--- src/rtl/clock_pkg.sv ---
// Shared definitions for the clock-domain utility blocks: meter state encoding
// and default counter width.
package clock_pkg;

  typedef enum logic [1:0] {
    ST_IDLE    = 2'd0,
    ST_ARM     = 2'd1,
    ST_MEASURE = 2'd2,
    ST_HOLD    = 2'd3
  } meter_state_t;

  localparam int unsigned DEFAULT_CNT_W = 24;

endpackage

--- src/rtl/sync_edge_detector.sv ---
// Synchronizes an asynchronous input and emits registered single-cycle rise/fall
// pulses, SYNC_STAGES+1 clk edges after the input transition.
module sync_edge_detector #(
  parameter int unsigned SYNC_STAGES = 2
) (
  input  logic clk,
  input  logic reset_n,
  input  logic d,
  output logic rise,
  output logic fall
);

  // chain[SYNC_STAGES-1] is the synchronized level, chain[SYNC_STAGES] its previous value
  logic [SYNC_STAGES:0] chain;

  always_ff @(posedge clk or negedge reset_n) begin
    if (!reset_n) begin
      chain <= '0;
      rise  <= 1'b0;
      fall  <= 1'b0;
    end else begin
      chain <= {chain[SYNC_STAGES-1:0], d};
      rise  <= chain[SYNC_STAGES-1] & ~chain[SYNC_STAGES];
      fall  <= ~chain[SYNC_STAGES-1] & chain[SYNC_STAGES];
    end
  end

endmodule

--- src/rtl/period_meter.sv ---
// Measures period and high time of a slow input in clk cycles, results offered
// over valid/ready. Define PERIOD_METER_AVG_EN to report the average of four periods.
module period_meter
  import clock_pkg::*;
#(
  parameter int unsigned CNT_W       = DEFAULT_CNT_W,
  parameter int unsigned SYNC_STAGES = 2
) (
  input  logic             clk,
  input  logic             reset_n,
  input  logic             sig_in,
  input  logic             meas_en,
  output logic [CNT_W-1:0] period,
  output logic [CNT_W-1:0] high_time,
  output logic             overflow,
  output logic             valid,
  input  logic             ready,
  output logic             busy
);

  localparam logic [CNT_W-1:0] CNT_MAX = '1;
  localparam logic [CNT_W-1:0] CNT_ONE = CNT_W'(1);

  meter_state_t     state;
  logic [CNT_W-1:0] cnt;
  logic [CNT_W-1:0] hi_cnt;
  logic             hi_seen;
  logic             rise;
  logic             fall;
  logic             sat_c;
  logic [CNT_W-1:0] hi_now_c;

`ifdef PERIOD_METER_AVG_EN
  localparam int unsigned SUM_W = CNT_W + 2;
  logic [SUM_W-1:0] sum;
  logic [1:0]       win;
  logic [SUM_W-1:0] sum_next_c;

  assign sum_next_c = sum + SUM_W'(cnt);
`endif

  sync_edge_detector #(
    .SYNC_STAGES(SYNC_STAGES)
  ) u_sync (
    .clk     (clk),
    .reset_n (reset_n),
    .d       (sig_in),
    .rise    (rise),
    .fall    (fall)
  );

  assign sat_c = (cnt == CNT_MAX);
  // A fall in the saturating cycle still counts as the window's high time
  assign hi_now_c = hi_seen ? hi_cnt : (fall ? cnt : CNT_MAX);

  always_ff @(posedge clk or negedge reset_n) begin
    if (!reset_n) begin
      state     <= ST_IDLE;
      cnt       <= '0;
      hi_cnt    <= '0;
      hi_seen   <= 1'b0;
      period    <= '0;
      high_time <= '0;
      overflow  <= 1'b0;
      valid     <= 1'b0;
      busy      <= 1'b0;
`ifdef PERIOD_METER_AVG_EN
      sum       <= '0;
      win       <= '0;
`endif
    end else if (!meas_en) begin
      state     <= ST_IDLE;
      cnt       <= '0;
      hi_seen   <= 1'b0;
      period    <= '0;
      high_time <= '0;
      overflow  <= 1'b0;
      valid     <= 1'b0;
      busy      <= 1'b0;
    end else begin
      busy <= 1'b1;
`ifdef PERIOD_METER_AVG_EN
      // Accumulator is only meaningful while chaining windows in MEASURE
      if (state != ST_MEASURE) begin
        sum <= '0;
        win <= '0;
      end
`endif
      case (state)
        ST_IDLE: begin
          cnt   <= '0;
          state <= ST_ARM;
        end
        ST_ARM: begin
          if (rise) begin
            cnt     <= CNT_ONE;
            hi_seen <= 1'b0;
            state   <= ST_MEASURE;
          end
        end
        ST_MEASURE: begin
          if (rise) begin
`ifdef PERIOD_METER_AVG_EN
            if (win == 2'd3) begin
              period    <= CNT_W'(sum_next_c >> 2);
              high_time <= hi_now_c;
              overflow  <= 1'b0;
              valid     <= 1'b1;
              state     <= ST_HOLD;
            end else begin
              // Intermediate edge closes one window and opens the next
              sum     <= sum_next_c;
              win     <= win + 2'd1;
              cnt     <= CNT_ONE;
              hi_seen <= 1'b0;
            end
`else
            period    <= cnt;
            high_time <= hi_now_c;
            overflow  <= 1'b0;
            valid     <= 1'b1;
            state     <= ST_HOLD;
`endif
          end else if (sat_c) begin
            period    <= CNT_MAX;
            high_time <= hi_now_c;
            overflow  <= 1'b1;
            valid     <= 1'b1;
            state     <= ST_HOLD;
          end else begin
            cnt <= cnt + CNT_ONE;
            if (fall && !hi_seen) begin
              hi_cnt  <= cnt;
              hi_seen <= 1'b1;
            end
          end
        end
        ST_HOLD: begin
          // A rise coinciding with the accept starts the next window immediately
          if (valid && ready) begin
            valid   <= 1'b0;
            cnt     <= CNT_ONE;
            hi_seen <= 1'b0;
            state   <= rise ? ST_MEASURE : ST_ARM;
          end
        end
        default: state <= ST_IDLE;
      endcase
    end
  end

endmodule

--- config.mk ---
export PLATFORM = sky130hd
export DESIGN_NAME = period_meter
export DESIGN_NICKNAME = d
export VERILOG_FILES = /design/src/rtl/clock_pkg.sv /design/src/rtl/sync_edge_detector.sv /design/src/rtl/period_meter.sv
export SDC_FILE = /design/constraint.sdc
export NUM_CORES = 1
export LEC_CHECK = 0
export BUFFER_PORTS_ARGS = -buffer_cell sky130_fd_sc_hd__buf_2
export CORE_MARGIN = 3
export CORE_UTILIZATION = 63
export DETAILED_ROUTE_END_ITERATION = 10
export GPL_TIMING_DRIVEN = 0
export PLACE_DENSITY_LB_ADDON = 0.1
export SLEW_MARGIN = 20
export SYNTH_ARGS = -nofsm -noshare
export SYNTH_HDL_FRONTEND = slang
export SYNTH_SLANG_ARGS = --single-unit
export TNS_END_PERCENT = 5
--- constraint.sdc ---
create_clock -name clk -period 6.6 [get_ports clk]
set_clock_uncertainty 0.15 [all_clocks]
set_input_delay 0.99 -clock clk [delete_from_list [all_inputs] [get_ports clk]]
set_output_delay 0.99 -clock clk [all_outputs]
set_load 0.02 [all_outputs]
==> flow_metrics.tcl <==
set metrics [dict create \
    timing.hold.worst.start "u_sync.chain[0]$_DFF_PN0_" \
    critical_path_class "reg -> reg" \
    grt_max_degree 82 \
    post_cts_resized 0 \
    wl_met2_mm 5.63 \
    ys_async_sr_fraction_pct 100 \
    max_h_tree_level 3 \
    yosys.cell_count.top_type "dfrtp_1" \
    grt_use_total_pct 28.1 \
    n_fill_cell 595 \
    timing.hold.worst.class "reg -> reg" \
    overall_die_height_um 96.5 \
    row_count 32 \
    synth_edf_count 0 \
    postSynthRegisterBits 107 \
    ctsHoldBuffers 0 \
    floorplan.die.width_um 96.5 \
    postSynthCellCount 462 \
    num_vias 3905 \
    run_status "complete, no violations" \
    postCtsSetupRepairBufs 0 \
    wl_cell_um 19.0 \
    yosys_most_used_dff "dfrtp_1" \
    postSynthAreaPerCell_um2 11.2 \
    vias_per_cell 6.14 \
    wl_met1_mm 5.44 \
    yosysTopAreaCell "dfrtp_1" \
    hold_ws_ns 0.214 \
    buffer_ports.inserted 55 \
    mappedNetlistArea_um2 5150 \
    layout.nets 540 \
    initial_utilization_pct 65.7 \
    met3WireLength_um 766 \
    timing.fmax_ghz 0.372 \
    synthTopCellsByCount "107 x dfrtp_1, 48 x a22o_1, 38 x nand2_1" \
    cp_data_arrival_time_ns 2.77 \
    fraction_of_final_layout_cells_sized_beyond_drive_strength_1_pct 22.3 \
    finalHoldViolCount 0 \
    finalCritPeriodShare_pct 40.7 \
    synth_largest_type_area_fraction_pct 51.9 \
    fp.coreArea_um2 7850 \
    max_stage_delay_ns 0.50 \
    totalWireLength_mm 12.1 \
    final.setup.tns_ns 0 \
    synth_area_leaders "dfrtp_1 52%, a22o_1 8.2%, mux2_4 5.8%" \
    cp.buffers_inverters 1 \
    timing.final.crit_period_ns 2.69 \
    timing.critical_path.fanout_max 10 \
    synthToLayoutAreaGrowth_pct 11.9 \
    timing.final.ws_setup_ns 3.91 \
    drc 0 \
    detailedRoute.firstIterationViolations 244 \
    yosys_cell_types 45 \
    crit_required_ns 6.68 \
    grt_setup_unrepaired "false" \
    detailed_routing_iterations_pass_1 5 \
    path_clk_slew_ns 0.10 \
    setup_viol 0 \
    startpoint_type "flop" \
    grt-ovfl-total 0 \
    worst_slew_margin_rel_pct 57.7 \
    die_footprint_um2 9300 \
    timing.critical_path.cells "ha_1 -> a21boi_0 -> or2_2 -> a21oi_1 -> a2bb2oi_1 -> clkbuf_1 -> nor2_1" \
    cap_viol_max_count 0 \
    gp_congestion 0.959 \
    cp-startpoint "state[0]$_DFFE_PN0P_" \
    yosysWarnings 0 \
    pwrdens_nw_per_um2 230 \
    place_worst_setup_slack_ns 3.71 \
    p_leak_nw 2.80 \
    ir_drop_v 0.000165 \
    cts_root_buffer "clkbuf_8" \
    grt_first_pass_wirelength_mm 19.8 \
    worstReg2RegStart "state[0]$_DFFE_PN0P_" \
    syn_nets 473 \
    boundary_pin_count 56 \
    number_of_global_route_vias_before_repair 3801 \
    clkLatencyLatePin_ns 0.37 \
    antenna_found_initial 0 \
    cts.path.max_buffers 2 \
    antennaDiodeCount 0 \
    max_slew.worst_pin.slew_ns 0.634 \
    cts_tree "done" \
    synth.yosys.seq_area_share_pct 51.9 \
    hpwl_mm 8.54 \
    cts_made_buffers 9 \
    critical-path-top-delay-family "compound AO/OA/AOI/OAI gates" \
    critPathCaptureType "flop" \
    cpMaxStageDelayCell "clkbuf_1" \
    drv_slew 0 \
    top_layer_used "met4" \
    ant_nets 0 \
    cts.sink_count 107 \
]
[logic make-up (layout without fill, tap and decap cells)]
logic type      Yosys count  count (layout)  share of synthesized area, %
compound gates          122             122                          17.4
xor+xnor                 12              12                          2.04
fa+ha+maj                 6               6                          1.46
buf+inv                  45             117                          4.78
flops                   107             107                          51.9
mux                      26              26                          7.09
simple gates            144             144                          15.3
[final timing paths]
check,slack [ns],end,cells after the start
worst max-delay path,3.91,cnt[2]$_DFFE_PN0P_,7
worst min-delay path,0.21,u_sync.chain[1]$_DFF_PN0_,0
worst max register to register,3.91,cnt[2]$_DFFE_PN0P_,7
worst min register to register,0.21,u_sync.chain[1]$_DFF_PN0_,0
max in group asynchronous,5.30,cnt[2]$_DFFE_PN0P_,2
min in group asynchronous,0.32,period[20]$_DFFE_PN0P_,1
[per-layer routing]
metal	global-route usage, %	vias up
li1	-	1793
met1	39.3	1948
met2	43.9	140
met3	5.65	24
met4	9.93	0
met5	0	-
[power by group]
group / total [W] / internal [W] / switching (W)
clock: 0.000369 / 0.000138 / 0.000230
combinational: 0.000255 / 0.0000891 / 0.000166
sequential: 0.000705 / 0.000682 / 0.0000230
total: 0.00133 / 0.000909 / 0.000419
[flip-flops by register name (all words and copies together), names as in the netlist]
register,flops
cnt,24
hi_cnt,24
high_time,24
period,24
u_sync.chain,3
state,2
busy,1
hi_seen,1
overflow,1
u_sync.fall,1
u_sync.rise,1
valid,1
[placed cells by master, fill, tap and decap left out, drive strengths merged, types with 2 or more instances in the layout]
master	n
inv	9
and4	3
mux2i	2
clkinvlp	4
o221a	2
nor2	17
o21ai	30
dfrtp	107
clkbuf	29
nor2b	25
and3	4
clkinv	2
and2	4
or3	4
nor4	4
nand4	9
buf	73
nand2	38
a21o	4
o31ai	7
a22o	48
nand2b	17
mux2	24
or4	6
xnor2	11
nor3	2
nand3	7
a211oi	9
ha	6
a21oi	14
[metrics by stage]
stage / std cells / power (W) / utilization (%) / cell area (µm²)
after floorplan: 462 / 0.000883 / - / 5150
after global placement: 619 / 0.000959 / 70.8 / 5560
after detailed placement: 620 / 0.000968 / 71.3 / 5590
after CTS: 636 / 0.00133 / 73.5 / 5770
after global routing: 636 / 0.00139 / 73.5 / 5770
final: 636 / 0.00133 / 73.5 / 5770
[area by class of cell]
class	instances	area, µm²	share of cell area [%]
tap	102	128	2.21
clock buffer	9	124	2.15
timing repair buffer	56	309	5.36
inverter	8	30.0	0.521
buffer	37	216	3.75
multi-input combinational	310	2230	38.7
clock inverter	7	52.6	0.911
sequential	107	2680	46.4
No activity file was read; power rests on OpenSTA's default activity.
